==> src/rtl/booth_mac_seq.sv <==
// Sequential radix-2 Booth multiply-accumulate: one add/sub-and-shift step per clock, product summed into a guard-bit accumulator.
// Optional macro BOOTH_MAC_SAT_EN: saturate the accumulator on signed overflow instead of wrapping.
module booth_mac_seq #(
  parameter int DATA_WIDTH = 8,
  parameter int ACC_WIDTH  = 2*DATA_WIDTH+4
) (
  input  logic                    clk_in,
  input  logic                    rst_n_in,
  input  logic                    start_in,
  input  logic                    acc_clear_in,
  input  logic [DATA_WIDTH-1:0]   multiplicando_in,
  input  logic [DATA_WIDTH-1:0]   multiplicador_in,
  output logic                    ready_out,
  output logic                    busy_out,
  output logic                    valid_out,
  output logic [2*DATA_WIDTH-1:0] producto_out,
  output logic [ACC_WIDTH-1:0]    resultado_out,
  output logic                    ovf_out
);

  localparam int CW = $clog2(DATA_WIDTH);
  localparam logic [CW-1:0] LAST_STEP = CW'(DATA_WIDTH-1);

  typedef enum logic [1:0] {IDLE, CALC, ACCUM} state_t;

  state_t                  state, state_nxt;
  logic [DATA_WIDTH-1:0]   m_reg;
  logic [DATA_WIDTH:0]     a_reg;
  logic [DATA_WIDTH-1:0]   q_reg;
  logic                    q_m1;
  logic [CW-1:0]           cnt;
  logic                    clear_pending;

  logic [DATA_WIDTH:0]     m_ext, a_sum;
  logic [2*DATA_WIDTH-1:0] prod;
  logic [ACC_WIDTH-1:0]    prod_ext, acc_sum, acc_nxt;
  logic                    acc_ovf;

  // NOTE: sequential state uses non-blocking (<=) so every register samples pre-edge values.
  always_ff @(posedge clk_in or negedge rst_n_in) begin
    if (!rst_n_in) state <= IDLE;
    else           state <= state_nxt;
  end

  // NOTE: every combinational output gets a default first, so no path can infer a latch.
  always_comb begin
    state_nxt = state;
    case (state)
      IDLE:    if (start_in) state_nxt = CALC;
      CALC:    if (cnt == LAST_STEP) state_nxt = ACCUM;
      ACCUM:   state_nxt = IDLE;
      default: state_nxt = IDLE;
    endcase
  end

  assign ready_out = (state == IDLE);
  assign busy_out  = ~ready_out;

  // One Booth step: the extra A bit keeps (-2^(N-1))^2 exact.
  always_comb begin
    m_ext = (DATA_WIDTH+1)'($signed(m_reg));
    a_sum = a_reg;
    case ({q_reg[0], q_m1})
      2'b01:   a_sum = a_reg + m_ext;
      2'b10:   a_sum = a_reg - m_ext;
      default: a_sum = a_reg;
    endcase
  end

  assign prod = {a_reg[DATA_WIDTH-1:0], q_reg};

  always_comb begin
    prod_ext = ACC_WIDTH'($signed(prod));
    acc_sum  = resultado_out + prod_ext;
    acc_ovf  = !clear_pending
             && (resultado_out[ACC_WIDTH-1] == prod_ext[ACC_WIDTH-1])
             && (acc_sum[ACC_WIDTH-1] != prod_ext[ACC_WIDTH-1]);
    acc_nxt  = clear_pending ? prod_ext : acc_sum;
`ifdef BOOTH_MAC_SAT_EN
    if (acc_ovf)
      acc_nxt = prod_ext[ACC_WIDTH-1] ? {1'b1, {(ACC_WIDTH-1){1'b0}}}
                                      : {1'b0, {(ACC_WIDTH-1){1'b1}}};
`else
    // Wrapping is the natural modulo-2^ACC_WIDTH result of the adder.
`endif
  end

  always_ff @(posedge clk_in or negedge rst_n_in) begin
    if (!rst_n_in) begin
      m_reg         <= '0;
      a_reg         <= '0;
      q_reg         <= '0;
      q_m1          <= 1'b0;
      cnt           <= '0;
      clear_pending <= 1'b0;
      valid_out     <= 1'b0;
      producto_out  <= '0;
      resultado_out <= '0;
      ovf_out       <= 1'b0;
    end else begin
      valid_out <= 1'b0;
      case (state)
        IDLE: begin
          if (start_in) begin
            m_reg         <= multiplicando_in;
            a_reg         <= '0;
            q_reg         <= multiplicador_in;
            q_m1          <= 1'b0;
            cnt           <= '0;
            clear_pending <= acc_clear_in;
            if (acc_clear_in) ovf_out <= 1'b0;
          end else if (acc_clear_in) begin
            resultado_out <= '0;
            ovf_out       <= 1'b0;
          end
        end
        CALC: begin
          a_reg <= {a_sum[DATA_WIDTH], a_sum[DATA_WIDTH:1]};
          q_reg <= {a_sum[0], q_reg[DATA_WIDTH-1:1]};
          q_m1  <= q_reg[0];
          cnt   <= cnt + 1'b1;
        end
        ACCUM: begin
          producto_out  <= prod;
          resultado_out <= acc_nxt;
          ovf_out       <= ovf_out | acc_ovf;
          valid_out     <= 1'b1;
        end
        default: ;
      endcase
    end
  end

endmodule

==> config.mk <==
export PLATFORM = sky130hd
export DESIGN_NAME = booth_mac_seq
export DESIGN_NICKNAME = d
export VERILOG_FILES = /design/src/rtl/booth_mac_seq.sv
export SDC_FILE = /design/constraint.sdc
export NUM_CORES = 1
export LEC_CHECK = 0
export CAP_MARGIN = 15
export CORE_MARGIN = 1
export CORE_UTILIZATION = 40
export CTS_BUF_LIST = sky130_fd_sc_hd__clkbuf_4 sky130_fd_sc_hd__clkbuf_8
export DETAILED_ROUTE_END_ITERATION = 7
export SLEW_MARGIN = 20
export SYNTH_ARGS = -nofsm -noshare
export SYNTH_HDL_FRONTEND = slang
export SYNTH_SLANG_ARGS = --single-unit
export TNS_END_PERCENT = 30
==> constraint.sdc <==
create_clock -name clk_in -period 3.65 [get_ports clk_in]
set_input_delay 0.73 -clock clk_in [delete_from_list [all_inputs] [get_ports clk_in]]
set_output_delay 0.73 -clock clk_in [all_outputs]
set_load 0.01 [all_outputs]
==> impl_results.html <==
<table>
<tr><th>Metric</th><th>Value</th></tr>
<tr><th colspan="2">Finish</th></tr>
<tr><td>Fraction of final layout cells sized beyond drive strength 1</td><td>7.788%</td></tr>
<tr><td>Largest registers</td><td>resultado_out (20), producto_out (16)</td></tr>
<tr><td>Largest reg by FF count</td><td>resultado_out</td></tr>
<tr><td>Largest register FFs</td><td>20</td></tr>
<tr><td>Final-stage net count</td><td>between 600 and 700</td></tr>
<tr><td>Leading cell types in the layout, fill and taps excluded</td><td>nand2_1, dfrtp_1, clkdlybuf4s50_1</td></tr>
<tr><td>Post-synthesis to final-layout area growth</td><td>20.57%</td></tr>
<tr><td>Number of antenna cells inserted</td><td>0</td></tr>
<tr><td>Most frequent standard cell in the layout excluding fill and tap cells</td><td>nand2_1</td></tr>
<tr><td>Final cell count without fillers</td><td>705</td></tr>
<tr><td>Area of combinational cells with multiple inputs</td><td>0.002592 mm^2</td></tr>
<tr><td>Number of filler instances in the final layout</td><td>1,046</td></tr>
<tr><td>Register Area</td><td>0.001728 mm^2</td></tr>
<tr><th colspan="2">Timing</th></tr>
<tr><td>Fin Setup TNS</td><td>0 ps</td></tr>
<tr><td>RSZ-0062 raised after global routing</td><td>false</td></tr>
<tr><td>Slew of the pin with the lowest slew margin</td><td>867.9 ps</td></tr>
<tr><td>Period minus WS final</td><td>3104 ps</td></tr>
<tr><td>Hold Vio Cnt, Final</td><td>0</td></tr>
<tr><td>Fmax</td><td>between 0.3 and 0.4 GHz</td></tr>
<tr><td>Pins over their slew limit</td><td>0</td></tr>
<tr><td>Final setup violation count</td><td>0</td></tr>
<tr><td>Ratio of final minimum period to clock period</td><td>85.04%</td></tr>
<tr><td>Slew margin rel.</td><td>around 42%</td></tr>
<tr><td>Final worst clock skew</td><td>8.443 ps</td></tr>
<tr><th colspan="2">Placed design</th></tr>
<tr><td>IO buf count</td><td>59</td></tr>
<tr><td>Last weighted congestion value of the routability-driven placer</td><td>0.8497</td></tr>
<tr><td>Cell total after placement</td><td>689</td></tr>
<tr><td>Detail Placement HPWL</td><td>7.750 mm</td></tr>
<tr><th colspan="2">CTS</th></tr>
<tr><td>Number of buffers inserted for hold repair after clock tree synthesis</td><td>0</td></tr>
<tr><td>Number of levels the H-tree was split into</td><td>3</td></tr>
<tr><td>Number of buffers inserted to repair setup after CTS</td><td>0</td></tr>
<tr><td>Source-to-sink clock delay at the later pin of the worst-skew pair</td><td>350 ps</td></tr>
<tr><td>Clock buffer count from CTS</td><td>9</td></tr>
<tr><td>Worst-path clk slew</td><td>roughly 80 ps</td></tr>
<tr><td>TritonCTS clock tree</td><td>done</td></tr>
<tr><td># resized after CTS</td><td>0</td></tr>
<tr><td>Clock Sinks</td><td>just under 70</td></tr>
<tr><td>Max Buffers Root-to-Sink</td><td>2</td></tr>
<tr><td>Clock root buffer</td><td>clkbuf_8</td></tr>
<tr><th colspan="2">Routing</th></tr>
<tr><td>Metal-1 WL</td><td>5.200 mm</td></tr>
<tr><td>Top Layer Used</td><td>met4</td></tr>
<tr><td>Detailed-route DRC error count</td><td>0</td></tr>
<tr><td>Total routed wirelength</td><td>10.90 mm</td></tr>
<tr><td>Number of iterations in the first detailed-routing pass</td><td>4</td></tr>
<tr><td>Iter 0 DRT Violations</td><td>approximately 190</td></tr>
<tr><td>Average wire per standard cell</td><td>15.46 um</td></tr>
<tr><td>Total via count in the routed design</td><td>3,889</td></tr>
<tr><td>Detailed-route vias per instance</td><td>around 5.5</td></tr>
<tr><td>Met2 WL</td><td>around 5.1 mm</td></tr>
<tr><td>DRT antenna net count</td><td>0</td></tr>
<tr><td>Routed wl met3</td><td>451 um</td></tr>
<tr><th colspan="2">Critical path</th></tr>
<tr><td>Arrival time worst endpoint</td><td>3380 ps</td></tr>
<tr><td>Path type of the worst setup path</td><td>flop to flop</td></tr>
<tr><td>Bufs and invs on worst path</td><td>0</td></tr>
<tr><td>Crit path max fanout</td><td>9</td></tr>
<tr><td>Startpoint of the worst setup timing path</td><td>q_reg[0]</td></tr>
<tr><td>Standard cell with the maximum stage delay on the critical path</td><td>dfrtp_1</td></tr>
<tr><td>Origin of the critical flop-to-flop path</td><td>q_reg[0]</td></tr>
<tr><td>Setup slack of the most critical reg-to-reg path</td><td>around 550 ps</td></tr>
<tr><td>Depth of the worst register-to-register path</td><td>10</td></tr>
<tr><td>Destination of the worst register-to-register timing path</td><td>a_reg[7]</td></tr>
<tr><td>Stage delay of the slowest cell on the critical path</td><td>approximately 450 ps</td></tr>
<tr><td>Levels on crit path</td><td>10</td></tr>
<tr><td>Critical Path Most Common Cell</td><td>mux2i_1</td></tr>
<tr><td>CP endpoint</td><td>a_reg[7]</td></tr>
<tr><td>Element type at the critical path start</td><td>flop</td></tr>
<tr><td>WP data required</td><td>3930 ps</td></tr>
<tr><td>Endpoint type of the worst setup path</td><td>flop</td></tr>
<tr><td>Critical Path, Cell by Cell</td><td>ha_1 -&gt; mux2_2 -&gt; fa_1 -&gt; nor2b_1 -&gt; o21ai_0 -&gt; a21oi_1 -&gt; nor3_1 -&gt; or3_1 -&gt; mux2i_1 -&gt; mux2i_1</td></tr>
<tr><td>Category of cells accounting for the largest share of critical-path delay</td><td>multiplexers</td></tr>
<tr><th colspan="2">Yosys</th></tr>
<tr><td>Mean area per synthesized cell</td><td>between 8 and 9 um^2</td></tr>
<tr><td>Area of the mapped netlist</td><td>0.004488 mm^2</td></tr>
<tr><td>Yosys warning total</td><td>0</td></tr>
<tr><td>Number of synthesized flops with an enable pin</td><td>0</td></tr>
<tr><td>Top flip-flop cell by instance count after synthesis</td><td>dfrtp_1</td></tr>
<tr><td>Cell count after synthesis</td><td>~500</td></tr>
<tr><td>Asr flop ratio synth</td><td>100.0%</td></tr>
<tr><td>Seq cells post-synth</td><td>about 70</td></tr>
<tr><td>Unique masters post-synth</td><td>57</td></tr>
<tr><td>Sequential cell area fraction in the yosys report</td><td>38.47%</td></tr>
<tr><td>Net count after synthesis</td><td>560</td></tr>
<tr><th colspan="2">Floorplanning</th></tr>
<tr><td>Die extent in x</td><td>between 100 and 150 um</td></tr>
<tr><td>Floorplan core area</td><td>0.01089 mm^2</td></tr>
<tr><td>FP Rows</td><td>38</td></tr>
<tr><td>Initial cell density of the core</td><td>41.22%</td></tr>
<tr><td>Vertical extent of the die</td><td>107.9 um</td></tr>
<tr><td>Area of the die</td><td>0.01165 mm^2</td></tr>
<tr><td>Number of I/O pins</td><td>60</td></tr>
<tr><th colspan="2">Power and ir drop</th></tr>
<tr><td>LEAKAGE</td><td>2.493 nW</td></tr>
<tr><td>Overall Power</td><td>5.301 mW</td></tr>
<tr><td>P per Cell Area</td><td>979.7 mW/mm^2</td></tr>
<tr><td>Maximum VDD drop</td><td>around 370 uV</td></tr>
<tr><th colspan="2">GRT</th></tr>
<tr><td>First-pass GRT wire length</td><td>between 15 and 20 mm</td></tr>
<tr><td>Antenna violations before repair</td><td>0</td></tr>
<tr><td>Number of global-route vias before repair</td><td>3,652</td></tr>
<tr><td>Largest net degree at the start of global routing</td><td>70</td></tr>
<tr><td>Total congestion overflow after global routing</td><td>0</td></tr>
<tr><td>Total GRT Usage</td><td>about a fifth</td></tr>
<tr><th colspan="2">Hold path</th></tr>
<tr><td>Worst hold path type</td><td>flop to flop</td></tr>
<tr><th colspan="2">Run</th></tr>
<tr><td>Max capacitance violation total</td><td>0</td></tr>
<tr><th colspan="2">Run status</th></tr>
<tr><td>Run status</td><td>finished clean</td></tr>
</table>
==> cells in the mapped netlist, drive strengths merged (7+ instances only) <==
library cell,n,area (um^2)
xor2,9,78.83
o21ai,42,210.2
nand3,14,70.07
inv,20,75.07
xnor2,13,113.9
nand2b,7,43.79
mux2,10,112.6
a21o,8,60.06
dfrtp,69,1727
a32oi,7,61.31
a21oi,32,163.9
nand2,89,334.1
clkbuf,21,78.83
nor3,15,75.07
nor2,20,75.07
ha,31,387.9
mux2i,16,160.2
==> worst register-to-register path, delay by kind of cell (launching register included) <==
family / cells / cell delay [ps]
multiplexers: 3 / 800
AO/OA/AOI/OAI: 2 / 350
flip-flops: 1 / 450
adder cells (fa/ha/maj): 2 / 790
AND/OR/NAND/NOR: 3 / 630
==> power breakdown <==
part	switching (mW)	internal (mW)
registers	0.421	1.11
logic	1.61	1.50
clock network	0.323	0.339
total	2.36	2.95
==> per-layer routing <==
metal	track usage (%)	vias up
met5	0	-
met4	6.067	0
met3	3.148	9
met2	32.37	66
met1	27.14	1888
li1	-	1926
==> layout make-up <==
class,count,area share (%)
Clock inverter,6,1.272
Timing Repair Buffer,65,11.65
Multi-Input combinational cell,394,47.91
Sequential cell,69,31.93
Clock buffer,10,2.543
Tap cell,140,3.237
Inverter,21,1.457
==> how the worst min path moves through the flow <==
stage / from / end / slack [ps] / cells past startpoint
detailed placement: producto_out[1] / producto_out[1] / 470 / 2
floorplan: rst_n_in / a_reg[0] / 430 / 0
finish: producto_out[1] / producto_out[1] / 480 / 2
global placement: producto_out[12] / producto_out[12] / 460 / 2
CTS: producto_out[1] / producto_out[1] / 490 / 2
global route: producto_out[10] / producto_out[10] / 510 / 2
==> cells by family (layout without fill, tap and decap cells) <==
family,Yosys count,in the layout,synth area share [%]
and+or+nand+nor,183,183,19.12
AOI/OAI and AO/OA,130,130,18.73
DFF,69,69,38.47
muxes,26,26,6.077
adders and majority gates,33,33,9.534
xor gates and xnor gates,22,22,4.293
buffers and inverters,44,102,3.764
==> metrics by stage <==
step | area, um^2 | setup WS, ps | util [%] | hold WS, ps
2_1_floorplan | 4488 | 779.1 | - | 434.4
3_3_place_gp | 5204 | 686.4 | 47.79 | 463.0
3_5_place_dp | 5204 | 549.3 | 47.79 | 467.6
4_1_cts | 5410 | 523.8 | 49.69 | 489.3
5_1_grt | 5411 | 332.4 | 49.70 | 511.3
6_report | 5411 | 546.2 | 49.70 | 480.5
Note: power is estimated with default switching activity, not from simulation.
==> variant 1: new RTL, same flow settings <==
Encoding of `state_t`: now one-hot (3 bits for 3 states).
--- a/src/rtl/booth_mac_seq.sv
+++ b/src/rtl/booth_mac_seq.sv
@@ -22,5 +22,5 @@
   localparam logic [CW-1:0] LAST_STEP = CW'(DATA_WIDTH-1);
 
-  typedef enum logic [1:0] {IDLE, CALC, ACCUM} state_t;
+  typedef enum logic [2:0] {IDLE = 3'b001, CALC = 3'b010, ACCUM = 3'b100} state_t;
 
   state_t                  state, state_nxt;
Formal check against the unedited RTL: same outputs for any inputs over 10 cycles, from zero or initial values and one cycle with rst_n_in low; not proved beyond that.
==> variant 1 against the original RTL <==
Sequential cell count grew 1; largest cell class unchanged; global-route usage grew 0.92 points; non-clock buffer count shrank 1; wire length shrank 3.1%; critical path type unchanged; power shrank 32%; worst setup slack gained 0.091 ns; highest routed layer unchanged; final area shrank 3.9%; die area shrank 4.7%; area after synthesis shrank 4.7%.
==> variant 1: results (changes against the original RTL) <==
[setup_path]
arrival_ns = 3.24  ; was 3.38 ns

[min_path]
hp-class = input port to async pin  ; was flop to flop

[power]
combPwrFrac_pct = 47.1  ; was 58.7%
peakVddDrop_mv = 0.352  ; was 0.370 mV
cellLeakagePower_nw = 2.40  ; was 2.49 nW
sequentialPowerShare_pct = 33.0  ; was 28.8%
switching_share_pct = 42.4  ; was 44.4%

[place]
postPlaceCellArea_um2 = 4980  ; was 5200 um^2
place_congestion = 0.872  ; was 0.850

[cells_and_area]
fin_nets = 601  ; was 613
num-fill-cells = 985  ; was 1046
drive_gt1_share_pct = 5.79  ; was 7.79%

[global_route]
grt_max_degree = 40  ; was 70
grt_use_met2_pct = 34.7  ; was 32.4%
use_met1_pct = 27.0  ; was 27.1%
grt_pass1_wl_um = 18300  ; was 18000 um
grtUsageTotal_pct = 20.8  ; was 19.9%
grt_pass1_vias = 3733  ; was 3652
use_met3_pct = 4.08  ; was 3.15%

[outcome]
status = complete, no violations  ; unchanged

[logic_synthesis]
synth.distinct_cells = 52  ; was 57
syn_nets = 550  ; was 560
synth.area.top_cells = dfrtp_1 (40%), nand2_1 (10%), ha_1 (9.1%)  ; was dfrtp_1 (38%), ha_1 (8.6%), nand2_1 (7.4%)
ys_seq_area_share_pct = 41.0  ; was 38.5%
synthTopCellsByCount = nand2_1 (114), dfrtp_1 (69), o21ai_0 (41), nor2_1 (37), ha_1 (31)  ; was nand2_1 (89), dfrtp_1 (69), o21ai_0 (42), a21oi_1 (31), ha_1 (31)

[routing]
m1WireLength_um = 4930  ; was 5200 um
viasPerCell = 5.39  ; was 5.52
drtIter0Drc = 164  ; was 191
wl_met2_um = 5030  ; was 5150 um
wl_met3_um = 372  ; was 451 um

[sta]
slew_headroom_pct = 32.5  ; was 42.1%

[variant 1: worst max-delay path: stages (launching register included)]
cell	delay, ns
dfrtp_1	0.45
ha_1	0.37
nor2_1	0.10
xnor2_1	0.13
ha_1	0.30
nor2b_1	0.16
o21a_1	0.18
o21a_1	0.18
o21a_1	0.18
o41ai_1	0.32
xor2_1	0.24
nor4_1	0.07
nand3b_1	0.19
[variant 1: final timing paths]
check / from / end / slack [ns] / depth (start not counted)
min in group clk_in: producto_out[6] / producto_out[6] / 0.48 / 2
min reg2reg: producto_out[6] / producto_out[6] / 0.48 / 2
max in group asynchronous: rst_n_in / state[0] / 2.65 / 2
max: q_reg[0] / a_reg[7] / 0.64 / 12
max reg2reg: q_reg[0] / a_reg[7] / 0.64 / 12
min: rst_n_in / resultado_out[16] / 0.22 / 1
[variant 1: per-stage QoR]
step                      worst slack [ns]  total power [mW]  hold slack, ns  util [%]  std cells
after floorplan                      0.884              2.46           0.434         -        497
after global placement               0.773              2.82           0.459      48.2        673
after detailed placement             0.671              2.87           0.462      48.2        673
after CTS                            0.654              3.61           0.211      50.4        689
after global routing                 0.495              3.88           0.219      50.4        689
final                                0.637              3.59           0.217      50.4        689
[variant 1: kinds of logic after synthesis]
family	count (synthesis)	synth area share, %
simple gates	196	19.5
fa+ha+maj	33	10.0
compound gates	126	19.1
mux	8	1.90
xor+xnor	25	5.12
flops	70	41.0
buf+inv	39	3.45
[variant 1: area by class of cell]
| type | count | share of cell area (%) |
|---|---|---|
| Clock buffer | 9 | 2.38 |
| Timing Repair Buffer | 64 | 12.0 |
| Tap cell | 136 | 3.27 |
| Multi-Input combinational cell | 388 | 45.7 |
| Sequential cell | 70 | 33.7 |
| Inverter | 15 | 1.08 |
| Clock inverter | 7 | 1.88 |
==> variant 2: new RTL, config.mk and constraints unchanged <==
Without the edit above. Change the parameter `DATA_WIDTH` from 8 to 32.
--- a/src/rtl/booth_mac_seq.sv
+++ b/src/rtl/booth_mac_seq.sv
@@ -2,5 +2,5 @@
 // Optional macro BOOTH_MAC_SAT_EN: saturate the accumulator on signed overflow instead of wrapping.
 module booth_mac_seq #(
-  parameter int DATA_WIDTH = 8,
+  parameter int DATA_WIDTH = 32,
   parameter int ACC_WIDTH  = 2*DATA_WIDTH+4
 ) (
Ports: changed (resized multiplicador_in, multiplicando_in, producto_out and resultado_out); port bits go from 60 to 204. The function was not compared with the original's and may differ.
==> variant 2 against the original RTL <==
The flow now finishes with violations (setup timing); non-clock buffer count increased by 320; global-route usage grew 3.6 points; die area increased to 3.4 times the old value; first-iteration DRC count increased to 3.9 times the old value; sequential cell count is 170 higher; area after synthesis rose to 3.5 times the old value; worst setup slack got worse by 0.80 ns; wire length grew to 4.4 times the old value; final area rose to 3.8 times the old value; power increased to 4.8 times the old value; critical endpoint is now a_reg[28]; highest routed layer unchanged.
==> variant 2: results (changes against the original RTL) <==
[setup_path]
cp_max_fo = 4  ; was 9
slowest_delay_ns = 0.54  ; was 0.45 ns
cp_slowest_cell = or4_1  ; was dfrtp_1

[routing]
viasPerCell = 5.40  ; was 5.52
wl_met2_um = 21700  ; was 5150 um
wl_met3_um = 2190  ; was 451 um
routed_wirelength_um = 47400  ; was 10900 um
wl_per_cell_um = 17.3  ; was 15.5 um

[place]
place_hpwl_um = 34100  ; was 7750 um
place_congestion = 0.900  ; was 0.850
io_buffers = 203  ; was 59
place_inst = 2655  ; was 689
post-place-ws_ns = -0.426  ; was 0.549 ns

[clock_network]
clk_path_buf_depth = 3  ; was 2
clk_pin_slew_ns = 0.06  ; was 0.08 ns
clk_latency_ns = 0.61  ; was 0.35 ns
cts-resized-gates = 35  ; was 0

[logic_synthesis]
ys_seq_area_share_pct = 38.0  ; was 38.5%
synth_compound_gate_area_share_pct = 21.8  ; was 18.7%
syn_nets = 2046  ; was 560
synth.distinct_cells = 75  ; was 57
synth_mux_area_share_pct = 3.26  ; was 6.08%
synth.area.top_cells = dfrtp_1 (38%), ha_1 (8.2%), nand2_1 (7.2%)  ; was dfrtp_1 (38%), ha_1 (8.6%), nand2_1 (7.4%)
synth_xor_area_share_pct = 6.51  ; was 4.29%
synthCells = 1873  ; was 507
yosys.area_share.adder_pct = 8.44  ; was 9.53%

[cells_and_area]
largestRegisters = resultado_out: 68 flops, producto_out: 64 flops  ; was resultado_out: 20 flops, producto_out: 16 flops
drive_gt1_share_pct = 15.7  ; was 7.79%
num-fill-cells = 3655  ; was 1046

[sta]
finalWorstSetupSlack_ns = -0.254  ; was 0.546 ns
worst_pin_slew_ns = 1.03  ; was 0.868 ns
skew_ns = 0.0445  ; was 0.00844 ns
setup_violations = 10  ; was 0
final.setup.tns_ns = -1.67  ; was 0 ns

[global_route]
grt_max_degree = 104  ; was 70
grt_pass1_vias = 14400  ; was 3652
grt_pass1_wl_um = 76700  ; was 18000 um
grt_use_met2_pct = 37.7  ; was 32.4%
grtUsageTotal_pct = 23.5  ; was 19.9%
use_met1_pct = 32.5  ; was 27.1%

[min_path]
hp-class = input port to async pin  ; was flop to flop

[outcome]
status = complete, but fails checks  ; was complete, no violations
violations = setup timing

[power]
peakVddDrop_mv = 0.582  ; was 0.370 mV
cellLeakagePower_nw = 9.42  ; was 2.49 nW

variant 2: area by class of cell:
cell class	instances	area (um^2)	share of cell area [%]
Inverter	28	105	0.510
Clock inverter	4	45.0	0.219
Sequential cell	239	5980	29.0
Timing Repair Buffer	385	3470	16.8
Clock buffer	69	856	4.15
Multi-Input combinational cell	1501	9500	46.1
Tap cell	518	648	3.15
variant 2: worst paths after layout:
kind | startpoint | to | slack (ns) | cells after the start
worst max-delay path | m_reg[2] | a_reg[28] | -0.25 | 19
worst min-delay path | rst_n_in | producto_out[17] | 0.12 | 1
worst max register to register | m_reg[2] | a_reg[28] | -0.25 | 19
worst min register to register | producto_out[18] | producto_out[18] | 0.47 | 2
max in group asynchronous | rst_n_in | producto_out[3] | 2.59 | 2
min in group clk_in | producto_out[18] | producto_out[18] | 0.47 | 2
variant 2: report_power, final:
part           internal (mW)  switching, mW  leakage, nW
clock network           1.54           1.17        0.483
registers               3.76           1.21         2.88
logic                   8.50           9.01         6.05
total                   13.8           11.4         9.42
